### src/rtl/execute_pipe.sv
// Execute stage with valid/ready handshake, flush and a multi-cycle multiplier.
// Single-cycle ALU/branch ops complete in one edge; MUL/MULH/MULHU take MUL_LAT cycles.
module execute_pipe #(
  parameter int XLEN    = 32,
  parameter int MUL_LAT = 4,
  parameter int EN_MUL  = 1
) (
  input  logic            clk,
  input  logic            rst_n,
  input  logic            in_valid,
  output logic            in_ready,
  input  logic            flush,
  input  logic [XLEN-1:0] r1_data,
  input  logic [XLEN-1:0] r2_data,
  input  logic [XLEN-1:0] imm,
  input  logic [XLEN-1:0] pc,
  input  logic [3:0]      alucode,
  input  logic [1:0]      mulop,
  input  logic            using_r2,
  input  logic            using_pc,
  input  logic            write_reg,
  input  logic [2:0]      info_load,
  input  logic [1:0]      info_store,
  input  logic [3:0]      info_branch,
  input  logic [4:0]      dstreg_addr,
  output logic            out_valid,
  input  logic            out_ready,
  output logic [XLEN-1:0] alu_result,
  output logic [XLEN-1:0] next_pc,
  output logic            redirect,
  output logic [XLEN-1:0] rs2E,
  output logic            write_regE,
  output logic [2:0]      info_loadE,
  output logic [1:0]      info_storeE,
  output logic [4:0]      dstreg_addrE,
  output logic            busy
);

  localparam int CW = (MUL_LAT > 1) ? $clog2(MUL_LAT) : 1;
  localparam int SW = $clog2(XLEN);

  typedef enum logic [3:0] {
    ALU_ADD  = 4'd0,
    ALU_SUB  = 4'd1,
    ALU_SLL  = 4'd2,
    ALU_SLT  = 4'd3,
    ALU_SLTU = 4'd4,
    ALU_XOR  = 4'd5,
    ALU_SRL  = 4'd6,
    ALU_SRA  = 4'd7,
    ALU_OR   = 4'd8,
    ALU_AND  = 4'd9,
    ALU_PASSB = 4'd10
  } alu_op_e;

  typedef enum logic [3:0] {
    BR_NONE = 4'd0,
    BR_BEQ  = 4'd1,
    BR_BNE  = 4'd2,
    BR_BLT  = 4'd3,
    BR_BGE  = 4'd4,
    BR_BLTU = 4'd5,
    BR_BGEU = 4'd6,
    BR_JAL  = 4'd7,
    BR_JALR = 4'd8
  } br_op_e;

  typedef enum logic [1:0] {
    MUL_NONE  = 2'b00,
    MUL_LO    = 2'b01,
    MUL_HI_SS = 2'b10,
    MUL_HI_UU = 2'b11
  } mul_op_e;

  typedef enum logic {
    S_IDLE = 1'b0,
    S_MUL  = 1'b1
  } state_e;

  typedef struct packed {
    logic [XLEN-1:0] alu_result;
    logic [XLEN-1:0] next_pc;
    logic            redirect;
    logic [XLEN-1:0] rs2;
    logic            write_reg;
    logic [2:0]      info_load;
    logic [1:0]      info_store;
    logic [4:0]      dstreg_addr;
  } result_t;

  typedef struct packed {
    logic [XLEN-1:0] a;
    logic [XLEN-1:0] b;
    logic [XLEN-1:0] pc;
    logic [1:0]      mulop;
    logic            write_reg;
    logic [2:0]      info_load;
    logic [1:0]      info_store;
    logic [4:0]      dstreg_addr;
  } mul_op_t;

  function automatic logic [XLEN-1:0] alu_f(input logic [3:0] code,
                                            input logic [XLEN-1:0] a,
                                            input logic [XLEN-1:0] b);
    logic [SW-1:0] sh;
    sh = b[SW-1:0];
    case (code)
      ALU_ADD:   return a + b;
      ALU_SUB:   return a - b;
      ALU_SLL:   return a << sh;
      ALU_SLT:   return {{(XLEN-1){1'b0}}, $signed(a) < $signed(b)};
      ALU_SLTU:  return {{(XLEN-1){1'b0}}, a < b};
      ALU_XOR:   return a ^ b;
      ALU_SRL:   return a >> sh;
      ALU_SRA:   return $signed(a) >>> sh;
      ALU_OR:    return a | b;
      ALU_AND:   return a & b;
      ALU_PASSB: return b;
      default:   return '0;
    endcase
  endfunction

  state_e          state;
  logic [CW-1:0]   cnt;
  result_t         out_q;
  mul_op_t         mul_q;

  logic            can_load;
  logic            accept;
  logic            mul_req;
  logic [XLEN-1:0] op_a;
  logic [XLEN-1:0] op_b;
  logic [XLEN-1:0] pc_plus4;
  logic [XLEN-1:0] br_target;
  logic            taken;
  logic            is_jump;
  result_t         single_res;
  result_t         mul_res;
  logic [2*XLEN-1:0] prod_uu;
  logic [2*XLEN-1:0] prod_ss;

  assign can_load = ~out_valid | out_ready;
  assign in_ready = (state == S_IDLE) & can_load;
  assign accept   = in_valid & in_ready & ~flush;
  assign mul_req  = (EN_MUL != 0) && (mulop != MUL_NONE);

  assign op_a     = using_pc ? pc : r1_data;
  assign op_b     = using_r2 ? r2_data : imm;
  assign pc_plus4 = pc + XLEN'(4);
  assign is_jump  = (info_branch == BR_JAL) || (info_branch == BR_JALR);

  // JALR target clears bit 0; all other transfers are pc-relative.
  assign br_target = (info_branch == BR_JALR) ? ((r1_data + imm) & ~XLEN'(1)) : (pc + imm);

  always_comb begin
    // NOTE: every always_comb output gets a default first so no path infers a latch.
    taken = 1'b0;
    case (info_branch)
      BR_BEQ:  taken = (r1_data == r2_data);
      BR_BNE:  taken = (r1_data != r2_data);
      BR_BLT:  taken = ($signed(r1_data) <  $signed(r2_data));
      BR_BGE:  taken = ($signed(r1_data) >= $signed(r2_data));
      BR_BLTU: taken = (r1_data <  r2_data);
      BR_BGEU: taken = (r1_data >= r2_data);
      BR_JAL,
      BR_JALR: taken = 1'b1;
      default: taken = 1'b0;
    endcase
  end

  always_comb begin
    single_res             = '0;
    single_res.alu_result  = is_jump ? pc_plus4 : alu_f(alucode, op_a, op_b);
    single_res.next_pc     = taken ? br_target : pc_plus4;
    single_res.redirect    = taken;
    single_res.rs2         = r2_data;
    single_res.write_reg   = write_reg;
    single_res.info_load   = info_load;
    single_res.info_store  = info_store;
    single_res.dstreg_addr = dstreg_addr;
  end

  // Signed product: sign-extend to 2*XLEN, the low 2*XLEN bits are then exact.
  assign prod_uu = {{XLEN{1'b0}}, mul_q.a} * {{XLEN{1'b0}}, mul_q.b};
  assign prod_ss = {{XLEN{mul_q.a[XLEN-1]}}, mul_q.a} * {{XLEN{mul_q.b[XLEN-1]}}, mul_q.b};

  always_comb begin
    mul_res             = '0;
    case (mul_q.mulop)
      MUL_LO:    mul_res.alu_result = prod_uu[XLEN-1:0];
      MUL_HI_SS: mul_res.alu_result = prod_ss[2*XLEN-1:XLEN];
      MUL_HI_UU: mul_res.alu_result = prod_uu[2*XLEN-1:XLEN];
      default:   mul_res.alu_result = '0;
    endcase
    mul_res.next_pc     = mul_q.pc + XLEN'(4);
    mul_res.redirect    = 1'b0;
    mul_res.rs2         = mul_q.b;
    mul_res.write_reg   = mul_q.write_reg;
    mul_res.info_load   = mul_q.info_load;
    mul_res.info_store  = mul_q.info_store;
    mul_res.dstreg_addr = mul_q.dstreg_addr;
  end

  // NOTE: the multiply operand latch has no reset; it is only read after an accept wrote it.
  always_ff @(posedge clk) begin
    if (accept && mul_req) begin
      mul_q.a           <= r1_data;
      mul_q.b           <= r2_data;
      mul_q.pc          <= pc;
      mul_q.mulop       <= mulop;
      mul_q.write_reg   <= write_reg;
      mul_q.info_load   <= info_load;
      mul_q.info_store  <= info_store;
      mul_q.dstreg_addr <= dstreg_addr;
    end
  end

  // NOTE: sequential state uses non-blocking assignments only, so later writes in the block win cleanly.
  always_ff @(posedge clk or negedge rst_n) begin
    if (!rst_n) begin
      state     <= S_IDLE;
      cnt       <= '0;
      busy      <= 1'b0;
      out_valid <= 1'b0;
      out_q     <= '0;
    end else if (flush) begin
      state          <= S_IDLE;
      cnt            <= '0;
      busy           <= 1'b0;
      out_valid      <= 1'b0;
      out_q.redirect <= 1'b0;
    end else begin
      case (state)
        S_IDLE: begin
          if (accept) begin
            if (mul_req) begin
              state     <= S_MUL;
              busy      <= 1'b1;
              cnt       <= CW'(MUL_LAT - 1);
              out_valid <= 1'b0;
            end else begin
              out_q     <= single_res;
              out_valid <= 1'b1;
            end
          end else if (out_ready) begin
            out_valid <= 1'b0;
          end
        end
        S_MUL: begin
          if (out_ready) out_valid <= 1'b0;
          if (cnt != '0) begin
            cnt <= cnt - 1'b1;
          end else if (can_load) begin
            out_q     <= mul_res;
            out_valid <= 1'b1;
            state     <= S_IDLE;
            busy      <= 1'b0;
          end
        end
        default: state <= S_IDLE;
      endcase
    end
  end

  assign alu_result   = out_q.alu_result;
  assign next_pc      = out_q.next_pc;
  assign redirect     = out_q.redirect;
  assign rs2E         = out_q.rs2;
  assign write_regE   = out_q.write_reg;
  assign info_loadE   = out_q.info_load;
  assign info_storeE  = out_q.info_store;
  assign dstreg_addrE = out_q.dstreg_addr;

endmodule

### config.mk
export PLATFORM = sky130hd
export DESIGN_NAME = execute_pipe
export DESIGN_NICKNAME = d
export VERILOG_FILES = /design/src/rtl/execute_pipe.sv
export SDC_FILE = /design/constraint.sdc
export NUM_CORES = 2
export LEC_CHECK = 0
export ABC_AREA = 1
export CAP_MARGIN = 20
export CORE_MARGIN = 2
export CORE_UTILIZATION = 65
export CTS_CLUSTER_DIAMETER = 30
export DETAILED_ROUTE_END_ITERATION = 10
export PLACE_DENSITY = 0.93
export SKIP_CTS_REPAIR_TIMING = 1
export SLEW_MARGIN = 30
export SYNTH_ARGS = -nofsm -noshare
export SYNTH_HDL_FRONTEND = slang
export SYNTH_SLANG_ARGS = --single-unit
export TNS_END_PERCENT = 1
### constraint.sdc
create_clock -name clk -period 9.58 [get_ports clk]
set_clock_uncertainty 0.2 [all_clocks]
set_input_delay 1.437 -clock clk [delete_from_list [all_inputs] [get_ports clk]]
set_output_delay 1.437 -clock clk [all_outputs]
set_load 0.1 [all_outputs]
==> flow_summary.json, run 1 <==
{
  "cts_root_buf": "clkbuf_16",
  "synth-edff-count": 109,
  "clock_tree.buffer_depth": 3,
  "ios": 267,
  "cts_buffers": 67,
  "ys_ff_latch": 222,
  "overflow": 176,
  "synthSimpleGateAreaFrac_pct": 23.3,
  "synthesis.nets": 13500,
  "synth_cell_types": 71,
  "seq_area_frac_synth_pct": 7.50,
  "outcome": "did not finish",
  "synth_fa_ha_area_share_pct": 45.2,
  "fp-row-count": 129,
  "yosys_warnings": 0,
  "synth_xor_area_share_pct": 0.721,
  "syn_inst": 11300,
  "synth_area_sq_um": 81300,
  "cts_max_level": 3,
  "gp_congestion": 1.20,
  "port_buffers": 266,
  "synthMuxAreaShare_pct": 0.0123,
  "synthFlopType": "dfrtp_1",
  "dp_hpwl_mm": 302,
  "grt_max_degree": 97,
  "synth_top_family_by_area": "adder cells",
  "die_h_um": 358,
  "die_x_um": 358,
  "initial_utilization_pct": 65.6,
  "haltStage": "global routing",
  "synth_compound_area_share_pct": 7.98,
  "synth_area_per_cell_sq_um": 7.22,
  "cts_sinks": 222,
  "synth_async_sr_flop_share_pct": 50.9,
  "track_usage_pct": 73.9,
  "first-error": "[ERROR GRT-0232] Routing congestion too high. Check the congestion heatmap in the GUI."
}
==> stage by stage <==
stage               hold WS [ps]  setup slack [ps]  cell area [sq um]  std cells
floorplan                    307              1090              81300      11300
global placement             265               154              85500      12900
detailed placement           265               219              85400      12900
CTS                          282              93.5              87700      13000
==> kinds of logic after synthesis <==
group	count (synthesis)
fa+ha+maj	2052
xor+xnor	67
flops	222
simple gates	4545
compound gates	1149
buf+inv	3223
mux	1
==> synthesized netlist by cell type, types with 6 or more instances <==
master / n / area [sq um]
a21boi_0: 38 / 285
a21boi_1: 26 / 195
a21o_1: 24 / 180
a21oi_1: 406 / 2030
a221oi_1: 10 / 87.6
a31oi_1: 31 / 194
and3_1: 10 / 62.6
buf_1: 7 / 26.3
buf_2: 71 / 355
buf_4: 15 / 113
buf_6: 14 / 158
clkbuf_1: 319 / 1200
dfrtp_1: 113 / 2830
edfxtp_1: 109 / 3270
fa_1: 1475 / 29500
ha_1: 577 / 7220
inv_1: 2764 / 10400
inv_2: 19 / 71.3
nand2_1: 2824 / 10600
nand2_2: 13 / 81.3
nand3_1: 729 / 3650
nand3_2: 6 / 60.1
nand3b_1: 16 / 120
nand4_1: 93 / 582
nor2_1: 638 / 2390
nor2_2: 13 / 81.3
nor2_4: 13 / 146
nor3_1: 78 / 390
nor4_1: 30 / 188
o211ai_1: 21 / 158
o21a_1: 18 / 135
o21ai_0: 412 / 2060
o21ai_1: 33 / 165
o21ai_2: 10 / 87.6
o21bai_1: 51 / 383
o22ai_1: 30 / 188
o31ai_1: 15 / 113
or2_2: 59 / 369
xnor2_1: 24 / 210
xor2_1: 43 / 377
==> routing by layer <==
layer,track usage [%],GRT overflow
met5,31.5,0
met4,68.3,51
met3,58.6,10
met2,90.5,107
met1,75.6,8
==> inputs of run 2 (changes only) <==
Settings changed: CORE_UTILIZATION 65 to 40, CTS_CLUSTER_DIAMETER 30 to not set, PLACE_DENSITY 0.93 to not set, PLACE_DENSITY_LB_ADDON set to 0.15.
==> flow_summary.json, run 2 <==
{
  "max_freq_mhz": 107,
  "hold_violations": 0,
  "clock_tree.buffer_depth": 3,
  "maxCapViolCount": 0,
  "arrival_ps": 9700,
  "slowest_stage": "ha_1",
  "antenna_found_initial": 25,
  "fin_setup_tns_ps": 0,
  "initial_utilization_pct": 40.2,
  "required_ps": 9940,
  "finalNetCount": 13600,
  "dr_wl_met3_mm": 25.3,
  "clk_pin_slew_worst_paths_ps": 70,
  "die_area_sq_um": 207000,
  "crit_path_end_kind": "flop",
  "yosys_warnings": 0,
  "wl_mm": 384,
  "synth_async_sr_flop_share_pct": 50.9,
  "cts_buffers": 36,
  "synth-edff-count": 109,
  "largest_reg_flops": 109,
  "core_sq_um": 202000,
  "finalMaxSlewViolations": 0,
  "period_needed_ps": 9340,
  "cts_sinks": 222,
  "top_layer": "met5",
  "cts_max_level": 2,
  "drtIter0Drc": 6918,
  "drtAntennaViolNets": 0,
  "synth_cell_types": 71,
  "syn_to_final_growth_pct": 9.61,
  "overflow": 0,
  "grt_max_degree": 80,
  "cp_common_cell": "nand2_1",
  "die_x_um": 455,
  "drive_gt1_share_pct": 4.68,
  "synth_area_per_cell_sq_um": 7.22,
  "route.detailed.drc": 0,
  "ios": 267,
  "fp-row-count": 165,
  "worstMarginPinSlew_ps": 1130,
  "fin_ws_ps": 242,
  "ys_ff_latch": 222,
  "port_buffers": 266,
  "critPathLaunchType": "flop",
  "dp_hpwl_mm": 331,
  "wl_met1_mm": 149,
  "final_cell_mix": "nand2_1, inv_1, fa_1",
  "crit_type": "reg -> reg",
  "track_usage_pct": 37.0,
  "dr.pass1.iters": 6,
  "vias": 76200,
  "synth_top_cell_by_area": "fa_1",
  "nFillCells": 21200,
  "seq_area_sq_um": 6100,
  "wire_per_inst_um": 27.2,
  "multi_input_area_sq_um": 62900,
  "clock_latency_ps": 650,
  "synthFlopType": "dfrtp_1",
  "crit_fanout": 32,
  "synth_area_sq_um": 81300,
  "synth_top_cells_by_count": "nand2_1, inv_1, fa_1",
  "syn_inst": 11300,
  "grt_pass1_wl_mm": 552,
  "top_register": "mul_q",
  "seq_area_frac_synth_pct": 7.50,
  "dr_wl_met2_mm": 184,
  "synthDominantCellAreaShare_pct": 36.3,
  "synthesis.nets": 13500,
  "mostFrequentLayoutCell": "nand2_1",
  "post-route-period-util_pct": 97.5,
  "crit_path_max_incr_delay_ps": 660,
  "rsz0062_at_grt": "false",
  "netlist_top_cells_area": "fa_1, nand2_1, inv_1",
  "outcome": "finished clean",
  "cts_root_buf": "clkbuf_16",
  "slew_headroom_pct": 24.8,
  "finalSetupViolations": 0,
  "gp_congestion": 1.02,
  "die_h_um": 455,
  "hold_path_class": "reg -> reg",
  "place_ws_ps": 250,
  "grt_pass1_vias": 79600,
  "synth_most_common_cell": "nand2_1",
  "cts_tree": "yes",
  "drt-vias-per-instance": 5.39
}
run 2: cell counts after synthesis:
No cell type changed its count.
run 2: cells by family (layout without fill, tap and decap cells):
family          count (synthesis)  in the layout  share of synthesized area [%]
flops                         222            222                           7.50
compound gates               1149           1149                           7.98
xor+xnor                       67             67                          0.721
simple gates                 4545           4545                           23.3
other cells                     0              9                              0
mux                             1              1                         0.0123
buf+inv                      3223           3406                           15.3
fa+ha+maj                    2052           2052                           45.2
run 2: critical path, delay by kind of cell (launching register included):
| family | cells | cell delay (ps) |
|---|---|---|
| flops | 1 | 500 |
| buf+inv | 7 | 910 |
| simple gates | 16 | 2740 |
| fa+ha+maj | 9 | 4800 |
run 2: metal layers:
| layer | vias to the layer above | GRT usage [%] |
|---|---|---|
| met3 | 712 | 5.11 |
| met5 | - | 0 |
| li1 | 34100 | - |
| met4 | 14 | 20.0 |
| met2 | 3047 | 62.9 |
| met1 | 38300 | 45.5 |
run 2: layout make-up:
cell class / instances / share of cell area [%]
inverters: 2790 / 11.8
repair buffers: 550 / 5.73
well taps: 2672 / 3.75
multi-input cells: 7814 / 70.5
clock buffers: 39 / 1.03
diodes: 9 / 0.0253
clock inverters: 27 / 0.349
flip-flops and latches: 222 / 6.84
run 2: path summary, 6_finish.rpt:
check                                          start                   endpoint  slack (ps)  cells after the start
worst min register to register  rs2E[13]$_DFFE_PN0P_       rs2E[13]$_DFFE_PN0P_         280                      2
min in group asynchronous                      rst_n       rs2E[15]$_DFFE_PN0P_         710                      1
worst min-delay path            rs2E[13]$_DFFE_PN0P_       rs2E[13]$_DFFE_PN0P_         280                      2
worst max register to register   mul_q[50]$_DFFE_PP_  alu_result[3]$_DFFE_PN0P_         240                     32
max in group asynchronous                      rst_n        rs2E[8]$_DFFE_PN0P_        7180                      2
worst max-delay path             mul_q[50]$_DFFE_PP_  alu_result[3]$_DFFE_PN0P_         240                     32
run 2: through the flow:
| stage | util, % | hold slack [ps] | area [sq um] | cells |
|---|---|---|---|---|
| detailed placement | 43.5 | 267 | 87900 | 14000 |
| floorplan | - | 307 | 81300 | 11300 |
| CTS | 44.1 | 285 | 89100 | 14100 |
| finish | 44.1 | 284 | 89200 | 14100 |
| global placement | 43.5 | 266 | 87900 | 14000 |
| global route | 44.1 | 304 | 89100 | 14100 |
Power of run 2 is left out: the tool's default activity adds up to more than one toggle a clock period on the data nets, which glitch-free logic cannot reach.
